$ cat config.mk
export PLATFORM = sky130hd
export DESIGN_NAME = uart_tx_param_flat
export DESIGN_NICKNAME = d
export VERILOG_FILES = /design/src/rtl/uart_pkg.sv /design/src/rtl/uart_tx_param_if.sv /design/src/rtl/uart_sync_fifo.sv /design/src/rtl/uart_tx_param.sv /design/src/flat_wrapper.sv
export SDC_FILE = /design/constraint.sdc
export NUM_CORES = 1
export LEC_CHECK = 0
export ABC_AREA = 1
export CORE_UTILIZATION = 28
export CTS_CLUSTER_DIAMETER = 60
export DETAILED_ROUTE_END_ITERATION = 16
export GPL_ROUTABILITY_DRIVEN = 0
export PLACE_DENSITY = 0.47
export SYNTH_ARGS = -nofsm -noshare
export SYNTH_HDL_FRONTEND = slang
export SYNTH_HIERARCHICAL = 1
export SYNTH_SLANG_ARGS = --single-unit
$ cat constraint.sdc
create_clock -name clk_baud_16x -period 5.7 [get_ports clk_baud_16x]
set_input_delay 0.855 -clock clk_baud_16x [delete_from_list [all_inputs] [get_ports clk_baud_16x]]
set_output_delay 0.855 -clock clk_baud_16x [all_outputs]
set_load 0.1 [all_outputs]
$ cat src/rtl/uart_pkg.sv
// Shared UART definitions: parity encodings, oversampling ratio, transmitter
// state type and a frame-length helper used by benches and the future receiver.
package uart_pkg;

  localparam int unsigned UART_PARITY_NONE = 0;
  localparam int unsigned UART_PARITY_ODD  = 1;
  localparam int unsigned UART_PARITY_EVEN = 2;

  localparam int unsigned OVERSAMPLE = 16;
  localparam int unsigned PHASE_W    = 4;

  typedef enum logic [2:0] {
    TX_IDLE,
    TX_START,
    TX_DATA,
    TX_PARITY,
    TX_STOP
  } tx_state_e;

  // Clock cycles of one complete frame at the 16x baud clock.
  function automatic int unsigned frame_cycles(input int unsigned data_bits,
                                               input int unsigned parity,
                                               input int unsigned stop_bits);
    int unsigned par_bits;
    par_bits = (parity != UART_PARITY_NONE) ? 1 : 0;
    return OVERSAMPLE * (1 + data_bits + par_bits + stop_bits);
  endfunction

endpackage

$ cat src/rtl/uart_tx_param_if.sv
// Producer-side bus of the parametrised UART transmitter: character queueing
// handshake, FIFO status and the serial line.
interface uart_tx_param_if #(
  parameter int unsigned DATA_BITS  = 8,
  parameter int unsigned FIFO_DEPTH = 4
);

  localparam int unsigned LEVEL_W = $clog2(FIFO_DEPTH) + 1;

  logic [DATA_BITS-1:0] trans_data;
  logic                 trans_write;
  logic                 trans_busy;
  logic                 trans_idle;
  logic [LEVEL_W-1:0]   trans_level;
  logic                 tx;

  modport master (
    output trans_data,
    output trans_write,
    input  trans_busy,
    input  trans_idle,
    input  trans_level,
    input  tx
  );

  modport slave (
    input  trans_data,
    input  trans_write,
    output trans_busy,
    output trans_idle,
    output trans_level,
    output tx
  );

endinterface

$ cat src/rtl/uart_sync_fifo.sv
// Single-clock FIFO with registered pointers and occupancy; DEPTH must be a
// power of two so the pointers wrap without extra logic.
module uart_sync_fifo #(
  parameter int unsigned WIDTH = 8,
  parameter int unsigned DEPTH = 4
) (
  input  logic                   clk,
  input  logic                   rst_n,
  input  logic                   wr_en,
  input  logic [WIDTH-1:0]       wr_data,
  input  logic                   rd_en,
  output logic [WIDTH-1:0]       rd_data,
  output logic                   full,
  output logic                   empty,
  output logic [$clog2(DEPTH):0] level
);

  localparam int unsigned PTR_W = $clog2(DEPTH);
  localparam int unsigned LVL_W = PTR_W + 1;

  logic [WIDTH-1:0] mem_q [DEPTH];
  logic [WIDTH-1:0] mem_d [DEPTH];
  logic [PTR_W-1:0] wr_ptr_q, wr_ptr_d;
  logic [PTR_W-1:0] rd_ptr_q, rd_ptr_d;
  logic [LVL_W-1:0] level_q, level_d;
  logic             push;
  logic             pop;

  assign full    = (level_q == LVL_W'(DEPTH));
  assign empty   = (level_q == '0);
  assign push    = wr_en && !full;
  assign pop     = rd_en && !empty;
  assign rd_data = mem_q[rd_ptr_q];
  assign level   = level_q;

  // A write while full is dropped even if a read frees a slot this cycle.
  always_comb begin
    mem_d    = mem_q;
    wr_ptr_d = wr_ptr_q;
    rd_ptr_d = rd_ptr_q;
    level_d  = level_q;
    if (push) begin
      mem_d[wr_ptr_q] = wr_data;
      wr_ptr_d        = wr_ptr_q + PTR_W'(1);
    end
    if (pop) begin
      rd_ptr_d = rd_ptr_q + PTR_W'(1);
    end
    case ({push, pop})
      2'b10:   level_d = level_q + LVL_W'(1);
      2'b01:   level_d = level_q - LVL_W'(1);
      default: level_d = level_q;
    endcase
  end

  always_ff @(posedge clk) begin
    if (!rst_n) begin
      wr_ptr_q <= '0;
      rd_ptr_q <= '0;
      level_q  <= '0;
    end else begin
      wr_ptr_q <= wr_ptr_d;
      rd_ptr_q <= rd_ptr_d;
      level_q  <= level_d;
    end
  end

  always_ff @(posedge clk) begin
    mem_q <= mem_d;
  end

endmodule

$ cat src/rtl/uart_tx_param.sv
// Parametrised UART transmitter: queues characters in a small FIFO and shifts
// them out back-to-back as start / data (LSB first) / optional parity / stop.
module uart_tx_param
  import uart_pkg::*;
#(
  parameter int unsigned DATA_BITS  = 8,
  parameter int unsigned PARITY     = UART_PARITY_NONE,
  parameter int unsigned STOP_BITS  = 1,
  parameter int unsigned FIFO_DEPTH = 4
) (
  input  logic             clk_baud_16x,
  input  logic             reset,
  uart_tx_param_if.slave   bus
);

  localparam int unsigned BIDX_W     = $clog2(DATA_BITS);
  localparam int unsigned LEVEL_W    = $clog2(FIFO_DEPTH) + 1;
  localparam bit          HAS_PARITY = (PARITY != UART_PARITY_NONE);

  if (DATA_BITS < 5 || DATA_BITS > 9) begin : g_bad_data_bits
    $error("uart_tx_param: DATA_BITS must be in 5..9");
  end
  if (PARITY > UART_PARITY_EVEN) begin : g_bad_parity
    $error("uart_tx_param: PARITY must be 0 (none), 1 (odd) or 2 (even)");
  end
  if (STOP_BITS < 1 || STOP_BITS > 2) begin : g_bad_stop_bits
    $error("uart_tx_param: STOP_BITS must be 1 or 2");
  end
  if (FIFO_DEPTH < 2 || FIFO_DEPTH > 256 || (FIFO_DEPTH & (FIFO_DEPTH - 1)) != 0) begin : g_bad_depth
    $error("uart_tx_param: FIFO_DEPTH must be a power of two in 2..256");
  end

  tx_state_e             state_q, state_d;
  logic [PHASE_W-1:0]    phase_q, phase_d;
  logic [BIDX_W-1:0]     bit_idx_q, bit_idx_d;
  logic                  stop_idx_q, stop_idx_d;
  logic [DATA_BITS-1:0]  shift_q, shift_d;
  logic                  parity_q, parity_d;
  logic                  tx_q, tx_d;

  logic                  bit_end;
  logic                  start_frame;
  logic                  fifo_pop;
  logic [DATA_BITS-1:0]  fifo_rd_data;
  logic                  fifo_full;
  logic                  fifo_empty;
  logic [LEVEL_W-1:0]    fifo_level;

  uart_sync_fifo #(
    .WIDTH (DATA_BITS),
    .DEPTH (FIFO_DEPTH)
  ) u_fifo (
    .clk     (clk_baud_16x),
    .rst_n   (reset),
    .wr_en   (bus.trans_write),
    .wr_data (bus.trans_data),
    .rd_en   (fifo_pop),
    .rd_data (fifo_rd_data),
    .full    (fifo_full),
    .empty   (fifo_empty),
    .level   (fifo_level)
  );

  assign bit_end = (phase_q == '1);

  // Next-state logic; tx_d always carries the line level of the bit being entered.
  always_comb begin
    state_d     = state_q;
    phase_d     = phase_q + PHASE_W'(1);
    bit_idx_d   = bit_idx_q;
    stop_idx_d  = stop_idx_q;
    shift_d     = shift_q;
    parity_d    = parity_q;
    tx_d        = tx_q;
    start_frame = 1'b0;
    fifo_pop    = 1'b0;

    unique case (state_q)
      TX_IDLE: begin
        phase_d     = '0;
        tx_d        = 1'b1;
        start_frame = !fifo_empty;
      end
      TX_START: begin
        if (bit_end) begin
          state_d   = TX_DATA;
          bit_idx_d = '0;
          tx_d      = shift_q[0];
        end
      end
      TX_DATA: begin
        if (bit_end) begin
          if (bit_idx_q == BIDX_W'(DATA_BITS - 1)) begin
            if (HAS_PARITY) begin
              state_d = TX_PARITY;
              tx_d    = parity_q;
            end else begin
              state_d    = TX_STOP;
              stop_idx_d = 1'b0;
              tx_d       = 1'b1;
            end
          end else begin
            bit_idx_d = bit_idx_q + BIDX_W'(1);
            shift_d   = shift_q >> 1;
            tx_d      = shift_q[1];
          end
        end
      end
      TX_PARITY: begin
        if (bit_end) begin
          state_d    = TX_STOP;
          stop_idx_d = 1'b0;
          tx_d       = 1'b1;
        end
      end
      TX_STOP: begin
        if (bit_end) begin
          if (stop_idx_q == 1'(STOP_BITS - 1)) begin
            if (!fifo_empty) begin
              start_frame = 1'b1;
            end else begin
              state_d = TX_IDLE;
              tx_d    = 1'b1;
            end
          end else begin
            stop_idx_d = stop_idx_q + 1'b1;
          end
        end
      end
      default: begin
        state_d = TX_IDLE;
        tx_d    = 1'b1;
      end
    endcase

    // Pop and latch the character so later FIFO writes cannot disturb this frame.
    if (start_frame) begin
      fifo_pop = 1'b1;
      state_d  = TX_START;
      phase_d  = '0;
      shift_d  = fifo_rd_data;
      parity_d = (PARITY == UART_PARITY_ODD) ? ~(^fifo_rd_data) : (^fifo_rd_data);
      tx_d     = 1'b0;
    end
  end

  always_ff @(posedge clk_baud_16x) begin
    if (!reset) begin
      state_q    <= TX_IDLE;
      phase_q    <= '0;
      bit_idx_q  <= '0;
      stop_idx_q <= 1'b0;
      shift_q    <= '0;
      parity_q   <= 1'b0;
      tx_q       <= 1'b1;
    end else begin
      state_q    <= state_d;
      phase_q    <= phase_d;
      bit_idx_q  <= bit_idx_d;
      stop_idx_q <= stop_idx_d;
      shift_q    <= shift_d;
      parity_q   <= parity_d;
      tx_q       <= tx_d;
    end
  end

  assign bus.tx          = tx_q;
  assign bus.trans_busy  = fifo_full;
  assign bus.trans_idle  = (state_q == TX_IDLE) && fifo_empty;
  assign bus.trans_level = fifo_level;

endmodule

$ cat src/flat_wrapper.sv
// flat-port wrapper written by rule: the top's interface ports become plain ports
module uart_tx_param_flat import uart_pkg::*;
#(
  parameter int unsigned DATA_BITS  = 8,
  parameter int unsigned PARITY     = UART_PARITY_NONE,
  parameter int unsigned STOP_BITS  = 1,
  parameter int unsigned FIFO_DEPTH = 4
)
  (clk_baud_16x, reset, bus_trans_data, bus_trans_write, bus_trans_busy, bus_trans_idle, bus_trans_level, bus_tx);
  uart_tx_param_if #(.DATA_BITS(DATA_BITS), .FIFO_DEPTH(FIFO_DEPTH)) bus_i ();
  input  logic clk_baud_16x;
  input  logic reset;
  input wire logic [$bits(bus_i.trans_data)-1:0] bus_trans_data;
  input wire logic [$bits(bus_i.trans_write)-1:0] bus_trans_write;
  output wire logic [$bits(bus_i.trans_busy)-1:0] bus_trans_busy;
  output wire logic [$bits(bus_i.trans_idle)-1:0] bus_trans_idle;
  output wire logic [$bits(bus_i.trans_level)-1:0] bus_trans_level;
  output wire logic [$bits(bus_i.tx)-1:0] bus_tx;
  assign bus_i.trans_data = bus_trans_data;
  assign bus_i.trans_write = bus_trans_write;
  assign bus_trans_busy = bus_i.trans_busy;
  assign bus_trans_idle = bus_i.trans_idle;
  assign bus_trans_level = bus_i.trans_level;
  assign bus_tx = bus_i.tx;
  uart_tx_param #(.DATA_BITS(DATA_BITS), .PARITY(PARITY), .STOP_BITS(STOP_BITS), .FIFO_DEPTH(FIFO_DEPTH)) u_core (.clk_baud_16x(clk_baud_16x), .reset(reset), .bus(bus_i));
endmodule
==> impl_metrics.py, run 1 <==
metrics = {
    "run_status": {
        "status": "completed",
    },
    "synthesis": {
        "synthMuxAreaShare": 0,
        "yosysMostFrequentCell": "nor2_1",
        "synth_compound_gate_area_share": 0.103,
        "synth_top_family_by_area": "simple AND/OR/NAND/NOR gates",
        "synth_edf_count": 32,
        "synthSimpleGateAreaFrac": 0.233,
        "synth_fa_ha_area_frac": 0.0447,
        "yosys_most_used_dff": "edfxtp_1",
        "synth-seq-area-share": 0.551,
        "ys.warnings.count": 6,
        "synth_top_area_share": 0.357,
        "synth_cells": 294,
        "synth_area_leaders": "edfxtp_1 36%, dfxtp_1 19%, nor2_1 7.1%, nand2_1 6.3%, o21ai_0 4.7%",
        "synth_xor_xnor_area_share": 0.00326,
        "async_reset_ff_frac": 0,
        "synthesis.nets": 314,
        "yosys_register_bits": 58,
        "syn_avg_cell_area_um2": 9.15,
        "synth_area_um2": 2690,
        "synth.distinct_cells": 32,
        "synth_common_cells": "51 x nor2_1, 45 x nand2_1, 32 x edfxtp_1",
        "yosysTopAreaCell": "edfxtp_1",
    },
    "drt": {
        "drc": 0,
        "vias": 1970,
        "drtPass1Iterations": 4,
        "antenna_left": 0,
        "wl_per_cell_um": 12.0,
        "vias_per_cell": 4.39,
        "drtIter0Drc": 101,
        "wirelength_mm": 5.39,
    },
    "global_route": {
        "grt_usage": 0.120,
        "gr-total-overflow": 0,
        "antenna_found_initial": 0,
        "grt_pass1_vias": 1879,
        "grt_max_degree": 21,
        "grt_pass1_wl_mm": 9.10,
    },
    "timing": {
        "max-slew-margin-rel": 0.348,
        "finalSetupTns_ns": 0,
        "fin_crit_ns": 3.35,
        "tightest_slew_ns": 0.975,
        "max_freq_ghz": 0.299,
        "fin_skew_ns": 0.00736,
        "timing.final.ws_setup_ns": 2.35,
        "rsz0062_at_grt": "false",
        "setup_viol": 0,
        "period_share": 0.588,
        "finalHoldViolCount": 0,
        "slew_viol_final": 0,
    },
    "placement": {
        "dp_worst_setup_slack_ns": 2.70,
        "port_buffers": 16,
        "post-dp-hpwl_mm": 3.63,
    },
    "worst_hold_path": {
        "hold_start": "u_core/phase_q[0]",
        "hold_class": "register to register",
        "hold_end": "u_core/phase_q[0]",
        "hold_depth": 1,
    },
    "finish": {
        "ff_latch_area_um2": 1480,
        "multiInputGateArea_um2": 1030,
        "area_growth_pct": 17.5,
        "fillerInstances": 984,
        "diodes": 0,
        "fin_nets": 335,
        "drive_gt1_frac": 0.106,
    },
    "worst_setup_path": {
        "worst-r2r-setup-slack_ns": 3.27,
        "r2r_cells": 16,
        "arrival_ns": 2.49,
        "critPathLaunchType": "register",
        "reg2reg_to": "u_core/u_fifo/level[2]",
        "cp_max_fo": 5,
        "critPathKind": "register to primary output",
        "r2r_start": "u_core/phase_q[0]",
        "required_ns": 4.85,
        "cp-end-kind": "primary output",
    },
    "clock_tree": {
        "clockBufferDepth": 2,
        "clock_latency_ns": 0.33,
        "ctsResizeCount": 0,
        "post-cts-setup-buffers": 0,
        "clk_pin_slew_ns": 0.07,
        "htreeDepth": 3,
        "ctsHoldBuffers": 0,
        "cts_sinks": 58,
        "tritoncts": "done",
        "cts_buffers": 9,
        "cts_root_buffer": "clkbuf_8",
    },
    "power": {
        "vdd_ir_drop_max_mv": 0.205,
        "powerDensity_nw_per_um2": 515,
        "p_leak_nw": 1.23,
    },
    "run": {
        "cap_violations": 0,
    },
    "floorplan": {
        "dieArea_um2": 10000,
        "ios": 17,
        "core_um2": 9280,
        "die_w_um": 100,
        "rows": 35,
        "fp.dieH_um": 100,
        "start_util": 0.290,
    },
}
[worst max-delay path, cell delays in order, from the launching register on]
cell and delay [ns]:
dfxtp_1 0.35, nor2_2 0.16, nand2_1 0.12, inv_1 0.19, inv_1 0.10, nor2_1 0.11, clkdlybuf4s50_1 1.14
[state kept, by name, indices dropped and copies added, names as in the netlist]
signal / count
u_core/u_fifo/mem_q: 32
u_core/shift_q: 8
u_core/phase_q: 4
u_core/bit_idx_q: 3
u_core/state_q: 3
u_core/u_fifo/level: 3
u_core/u_fifo/rd_ptr_q: 2
u_core/u_fifo/wr_ptr_q: 2
u_core/bus.tx: 1
[placed cells by master (no fill, tap or decap), types with 2 or more instances in the layout]
master	netlist	final
nand3_1	21	21
clkdlybuf4s50_1	0	16
inv_2	3	3
ha_1	8	8
a21oi_1	15	15
nor2_2	3	3
clkinv_4	0	2
inv_1	31	31
dfxtp_1	26	26
nor2_1	51	51
nand2_1	45	45
nand4_1	2	2
o21ai_0	25	25
clkbuf_8	0	9
nand2_2	4	4
nand2_4	2	2
o22ai_1	8	8
nand3_2	2	2
edfxtp_1	32	32
clkinvlp_4	0	2
[cell type report]
| type | count | area share |
|---|---|---|
| Clock buffer | 10 | 0.0404 |
| Multi-Input combinational cell | 196 | 0.327 |
| Tap cell | 129 | 0.0511 |
| Inverter | 34 | 0.0404 |
| Sequential cell | 58 | 0.469 |
| Timing Repair Buffer | 16 | 0.0507 |
| Clock inverter | 6 | 0.0214 |
[metrics by stage]
stage	instance area, um2	power, mW	instances	utilization	hold WS [ns]
finish	3160	1.63	449	0.340	0.451
global route	3160	1.76	449	0.340	0.484
CTS	3160	1.65	449	0.340	0.458
detailed placement	2960	1.27	433	0.319	0.441
global placement	2960	1.27	433	0.319	0.437
floorplan	2690	1.14	294	-	0.418
[where the power goes]
| group | switching [mW] | internal (mW) |
|---|---|---|
| Sequential | 0.0639 | 0.515 |
| Combinational | 0.480 | 0.195 |
| Clock | 0.172 | 0.202 |
[worst max-delay path by stage]
stage	start	end	slack, ns	cells after the start
after global placement	u_core/u_fifo/level[0]	bus_trans_idle	2.72	6
after floorplan	u_core/u_fifo/level[0]	bus_trans_idle	2.29	5
final	u_core/u_fifo/level[0]	bus_trans_idle	2.35	6
after global routing	u_core/u_fifo/level[0]	bus_trans_idle	2.20	6
after detailed placement	u_core/u_fifo/level[0]	bus_trans_idle	2.70	6
after CTS	u_core/u_fifo/level[0]	bus_trans_idle	2.33	6
[routing by layer]
metal	vias to the layer above	track usage	routed length (um)
li1	1025	-	-
met1	903	0.150	2650
met2	36	0.192	2450
met3	6	0.0453	236
met4	0	0.0379	53
met5	-	0	0
[cell families after synthesis]
family                   count (synthesis)
AND/OR/NAND/NOR                        134
flip-flops                              58
AO/OA/AOI/OAI                           52
buffers and inverters                   40
adder cells (fa/ha/maj)                  9
XOR/XNOR                                 1
(Power assumes the default switching activity.)
==> run 2, diff against run 1 <==
PLACE_DENSITY = 0.48   (was 0.47)
clock period = 2.9 ns   (was 5.7 ns; I/O delays follow)
==> run 2 against run 1 <==
Sequential share of layout area shrank 1.1 points; critical endpoint is now u_core/u_fifo/level[2]; worst setup slack lost 1.8 ns; count of clock-buffer cells in the layout shrank 1; combinational power grew 100%; largest cell class unchanged.
==> impl_metrics.py, run 2 (same netlist as run 1, synthesis figures left out) <==
metrics = {
    "timing": {
        "slew_viol_final": 0,
        "tightest_slew_ns": 0.467,
        "finalHoldViolCount": 0,
        "max_freq_ghz": 0.424,
        "whs_ns": 0.451,
        "fin_skew_ns": 0.0105,
        "period_share": 0.813,
        "max-slew-margin-rel": 0.689,
        "finalSetupTns_ns": 0,
        "timing.final.ws_setup_ns": 0.543,
        "fin_crit_ns": 2.36,
        "rsz0062_at_grt": "false",
        "setup_viol": 0,
    },
    "floorplan": {
        "dieArea_um2": 10000,
        "fp.dieH_um": 100,
        "start_util": 0.290,
        "rows": 35,
        "die_w_um": 100,
        "core_um2": 9280,
        "ios": 17,
    },
    "placement": {
        "post-dp-hpwl_mm": 3.60,
        "post_dp_cell_area_um2": 2990,
        "dp_worst_setup_slack_ns": 0.530,
        "port_buffers": 16,
        "dp.cells": 438,
    },
    "worst_setup_path": {
        "cpMostUsedCell": "nand2_1",
        "max_stage_delay_ns": 0.40,
        "path_cells": "nor2_2, nand2_1, inv_1, nor2_8, nand2_8, inv_2, nand2_1, inv_1, ha_1, inv_1, fa_1, inv_1, nand2_1, nand3_1, nand2_1, nand2_1, nor2_1",
        "required_ns": 3.14,
        "critPathKind": "register to register",
        "arrival_ns": 2.59,
        "cp_slowest_cell": "dfxtp_1",
        "cp_max_fo": 16,
        "cp-end-kind": "register",
        "critPathLaunchType": "register",
    },
    "drt": {
        "drtIter0Drc": 70,
        "drc": 0,
        "drtPass1Iterations": 4,
        "wl_per_cell_um": 11.7,
        "vias": 1973,
        "antenna_left": 0,
        "wirelength_mm": 5.29,
        "vias_per_cell": 4.35,
    },
    "clock_tree": {
        "cts_sinks": 58,
        "ctsHoldBuffers": 0,
        "cts_root_buffer": "clkbuf_8",
        "cts_buffers": 9,
        "ctsResizeCount": 0,
        "tritoncts": "done",
        "clock_latency_ns": 0.33,
        "post-cts-setup-buffers": 0,
        "htreeDepth": 3,
        "clockBufferDepth": 2,
        "clk_pin_slew_ns": 0.07,
    },
    "finish": {
        "final_cell_area_um2": 3240,
        "fin_cells": 454,
        "largest_reg_flops": 32,
        "layout_common_cells": "50 x nor2_1, 45 x nand2_1, 32 x edfxtp_1",
        "largest-register": "u_core/u_fifo/mem_q",
        "diodes": 0,
        "drive_gt1_frac": 0.145,
        "fin_nets": 340,
        "area_growth_pct": 20.4,
        "largestRegisters": "u_core/u_fifo/mem_q x32, u_core/shift_q x8, u_core/phase_q x4",
        "layout_commonest_cell": "nor2_1",
    },
    "run_status": {
        "status": "completed",
    },
    "global_route": {
        "gr-total-overflow": 0,
        "grt_usage": 0.118,
        "grt_pass1_vias": 1812,
        "grt_pass1_wl_mm": 8.80,
        "antenna_found_initial": 0,
        "grt_max_degree": 20,
    },
    "power": {
        "p_leak_nw": 1.29,
        "powerDensity_nw_per_um2": 1050,
        "vdd_ir_drop_max_mv": 0.374,
    },
    "worst_hold_path": {
        "hold_class": "register to register",
    },
    "run": {
        "cap_violations": 0,
    },
}
[run 2: layout make-up]
class,instances,area (um2)
Inverter,34,128
Fill cell,998,6050
Multi-Input combinational cell,196,1030
Timing Repair Buffer,21,183
Tap cell,129,161
Sequential cell,58,1480
Clock inverter,7,125
Clock buffer,9,124
[run 2: layer usage]
| metal | wire (um) | share of wire | track usage |
|---|---|---|---|
| met1 | 2530 | 0.48 | 0.146 |
| met2 | 2510 | 0.47 | 0.189 |
| met3 | 187 | 0.035 | 0.0411 |
| met4 | 68 | 0.013 | 0.0468 |
| met5 | 0 | 0 | 0 |
[run 2: worst paths after layout]
path                                from                endpoint  slack [ns]  cells past startpoint
setup / recovery  u_core/u_fifo/level[0]  u_core/u_fifo/level[2]        0.54                     17
setup reg to reg  u_core/u_fifo/level[0]  u_core/u_fifo/level[2]        0.54                     17
hold reg to reg        u_core/phase_q[0]       u_core/phase_q[0]        0.45                      1
hold / removal         u_core/phase_q[0]       u_core/phase_q[0]        0.45                      1
[run 2: through the flow]
step,power [mW],utilization
after floorplan,2.24,-
final,3.39,0.349
after global placement,2.50,0.322
after CTS,3.44,0.349
after detailed placement,2.50,0.322
after global routing,3.63,0.349
[run 2: where the power goes]
part | total [mW] | switching [mW] | leakage, nW | internal, mW
Clock | 0.922 | 0.344 | 0.124 | 0.578
Sequential | 1.10 | 0.0894 | 0.506 | 1.01
Combinational | 1.37 | 0.979 | 0.663 | 0.387
[run 2: worst max-delay path, delay by kind of cell (launching register included)]
| kind | cells | cell delay [ns] |
|---|---|---|
| AND/OR/NAND/NOR | 10 | 0.86 |
| buffers and inverters | 5 | 0.46 |
| adder cells (fa/ha/maj) | 2 | 0.52 |
| flip-flops | 1 | 0.40 |
==> run 3, diff against run 2 <==
clock period = 2 ns   (was 2.9 ns; I/O delays follow)
==> run 3 against run 2 <==
Worst setup slack got worse by 0.39 ns; critical path depth decreased by 1; final cell count increased by 4.4%; flip-flop and latch count unchanged; combinational power increased by 82%; wire length increased by 5.3%; hold slack got worse by 0.0048 ns; utilization increased by 2.3 points; clock power increased by 14%; design area increased by 6.6%; largest power group unchanged.
==> impl_metrics.py, run 3 (same netlist as run 1, synthesis figures left out) <==
metrics = {
    "run_status": {
        "status": "completed",
    },
    "clock_tree": {
        "cts_buffers": 9,
        "tritoncts": "done",
        "cts_sinks": 58,
        "clockBufferDepth": 2,
        "cts_root_buffer": "clkbuf_8",
        "clock_latency_ns": 0.33,
        "htreeDepth": 3,
        "ctsHoldBuffers": 0,
        "clk_pin_slew_ns": 0.07,
    },
    "finish": {
        "layout_common_cells": "50 x nor2_1, 42 x nand2_1, 32 x edfxtp_1",
        "diodes": 0,
        "area_growth_pct": 28.3,
        "fin_nets": 360,
        "fin_cells": 474,
        "largest_reg_flops": 32,
        "final_cell_area_um2": 3450,
        "fin_util": 0.372,
        "drive_gt1_frac": 0.241,
        "layout_commonest_cell": "nor2_1",
        "largestRegisters": "u_core/u_fifo/mem_q x32, u_core/shift_q x8, u_core/phase_q x4",
        "largest-register": "u_core/u_fifo/mem_q",
    },
    "worst_setup_path": {
        "cp_slowest_cell": "dfxtp_2",
        "max_stage_delay_ns": 0.36,
        "critPathKind": "register to register",
        "required_ns": 2.23,
        "cp-end-kind": "register",
        "arrival_ns": 2.07,
        "path_cells": "ha_4, nand3_4, nand2_4, nand2_8, clkinv_8, nand2_4, inv_4, ha_4, inv_2, fa_2, inv_2, nand2_1, nand3_2, nand2_1, nand2_1, nor2_1",
        "cp_num_buf_inv": 4,
        "cpMostUsedCell": "nand2_1",
        "cpLargestDelayFamily": "adder cells",
        "critPathLaunchType": "register",
        "cp_max_fo": 6,
    },
    "timing": {
        "max-slew-margin-rel": 0.658,
        "fin_crit_ns": 1.84,
        "period_share": 0.922,
        "finalSetupTns_ns": 0,
        "finalHoldViolCount": 0,
        "slew_viol_final": 0,
        "max_freq_ghz": 0.543,
        "setup_viol": 0,
        "whs_ns": 0.446,
        "tightest_slew_ns": 0.512,
        "fin_skew_ns": 0.00656,
    },
    "floorplan": {
        "dieArea_um2": 10000,
        "fp.dieH_um": 100,
        "die_w_um": 100,
        "ios": 17,
        "core_um2": 9280,
        "rows": 35,
        "start_util": 0.290,
    },
    "drt": {
        "drtPass1Iterations": 4,
        "drc": 0,
        "antenna_left": 0,
        "vias": 2025,
        "wirelength_mm": 5.57,
        "vias_per_cell": 4.27,
        "drtIter0Drc": 86,
        "wl_per_cell_um": 11.8,
    },
    "power": {
        "powerDensity_nw_per_um2": 1490,
        "p_leak_nw": 1.37,
        "vdd_ir_drop_max_mv": 0.865,
    },
    "worst_hold_path": {
        "hold_class": "register to register",
    },
    "global_route": {
        "antenna_found_initial": 0,
        "grt_util_met1": 0.148,
        "met2_usage": 0.206,
        "grt_pass1_vias": 1891,
        "grt_max_degree": 20,
        "gr-total-overflow": 0,
        "grt-busiest-layer": "met2",
        "grt_pass1_wl_mm": 9.28,
        "grt_usage": 0.123,
        "use_met3": 0.0460,
    },
    "placement": {
        "dp.cells": 446,
        "port_buffers": 16,
        "post_dp_cell_area_um2": 3130,
        "post-dp-hpwl_mm": 3.79,
    },
    "run": {
        "cap_violations": 0,
    },
}
[run 3: final timing paths]
kind                            cells past startpoint              start  slack, ns                     end
worst max-delay path                               16  u_core/phase_q[0]       0.16  u_core/u_fifo/level[2]
worst min-delay path                                1  u_core/phase_q[0]       0.45       u_core/phase_q[0]
worst max register to register                     16  u_core/phase_q[0]       0.16  u_core/u_fifo/level[2]
worst min register to register                      1  u_core/phase_q[0]       0.45       u_core/phase_q[0]
[run 3: report_power, final]
part,switching (mW),total (mW),internal [mW]
sequential,0.111,1.59,1.48
combinational,1.61,2.49,0.883
clock,0.476,1.05,0.569
total,2.19,5.13,2.93
[run 3: final cells by class]
cell class	instances	area, um2
clock buffer	9	124
clock inverter	7	70.1
fill	973	5830
inverter	34	145
multi-input combinational	196	1100
sequential	58	1500
tap	129	161
timing repair buffer	41	358
[run 3: repair_timing]
item | in CTS | in global routing
buffers inserted | 0 | 12
endpoints found under the setup margin | 1 | 2
pin swaps | 0 | 7
gates resized for setup | 1 | 8
gates cloned | 0 | 0
[run 3: routing by layer]
metal / up-vias / share of wire
met5: - / 0
met4: 0 / 0.011
met1: 915 / 0.47
met2: 34 / 0.48
met3: 5 / 0.038
li1: 1071 / -
[run 3: stage by stage]
| step | power [mW] | setup WS (ns) |
|---|---|---|
| detailed placement | 3.95 | 0.00238 |
| global route | 5.52 | -0.0134 |
| floorplan | 3.40 | -0.0917 |
| global placement | 3.94 | 0.0582 |
| CTS | 5.02 | 0.00610 |
| finish | 5.13 | 0.157 |
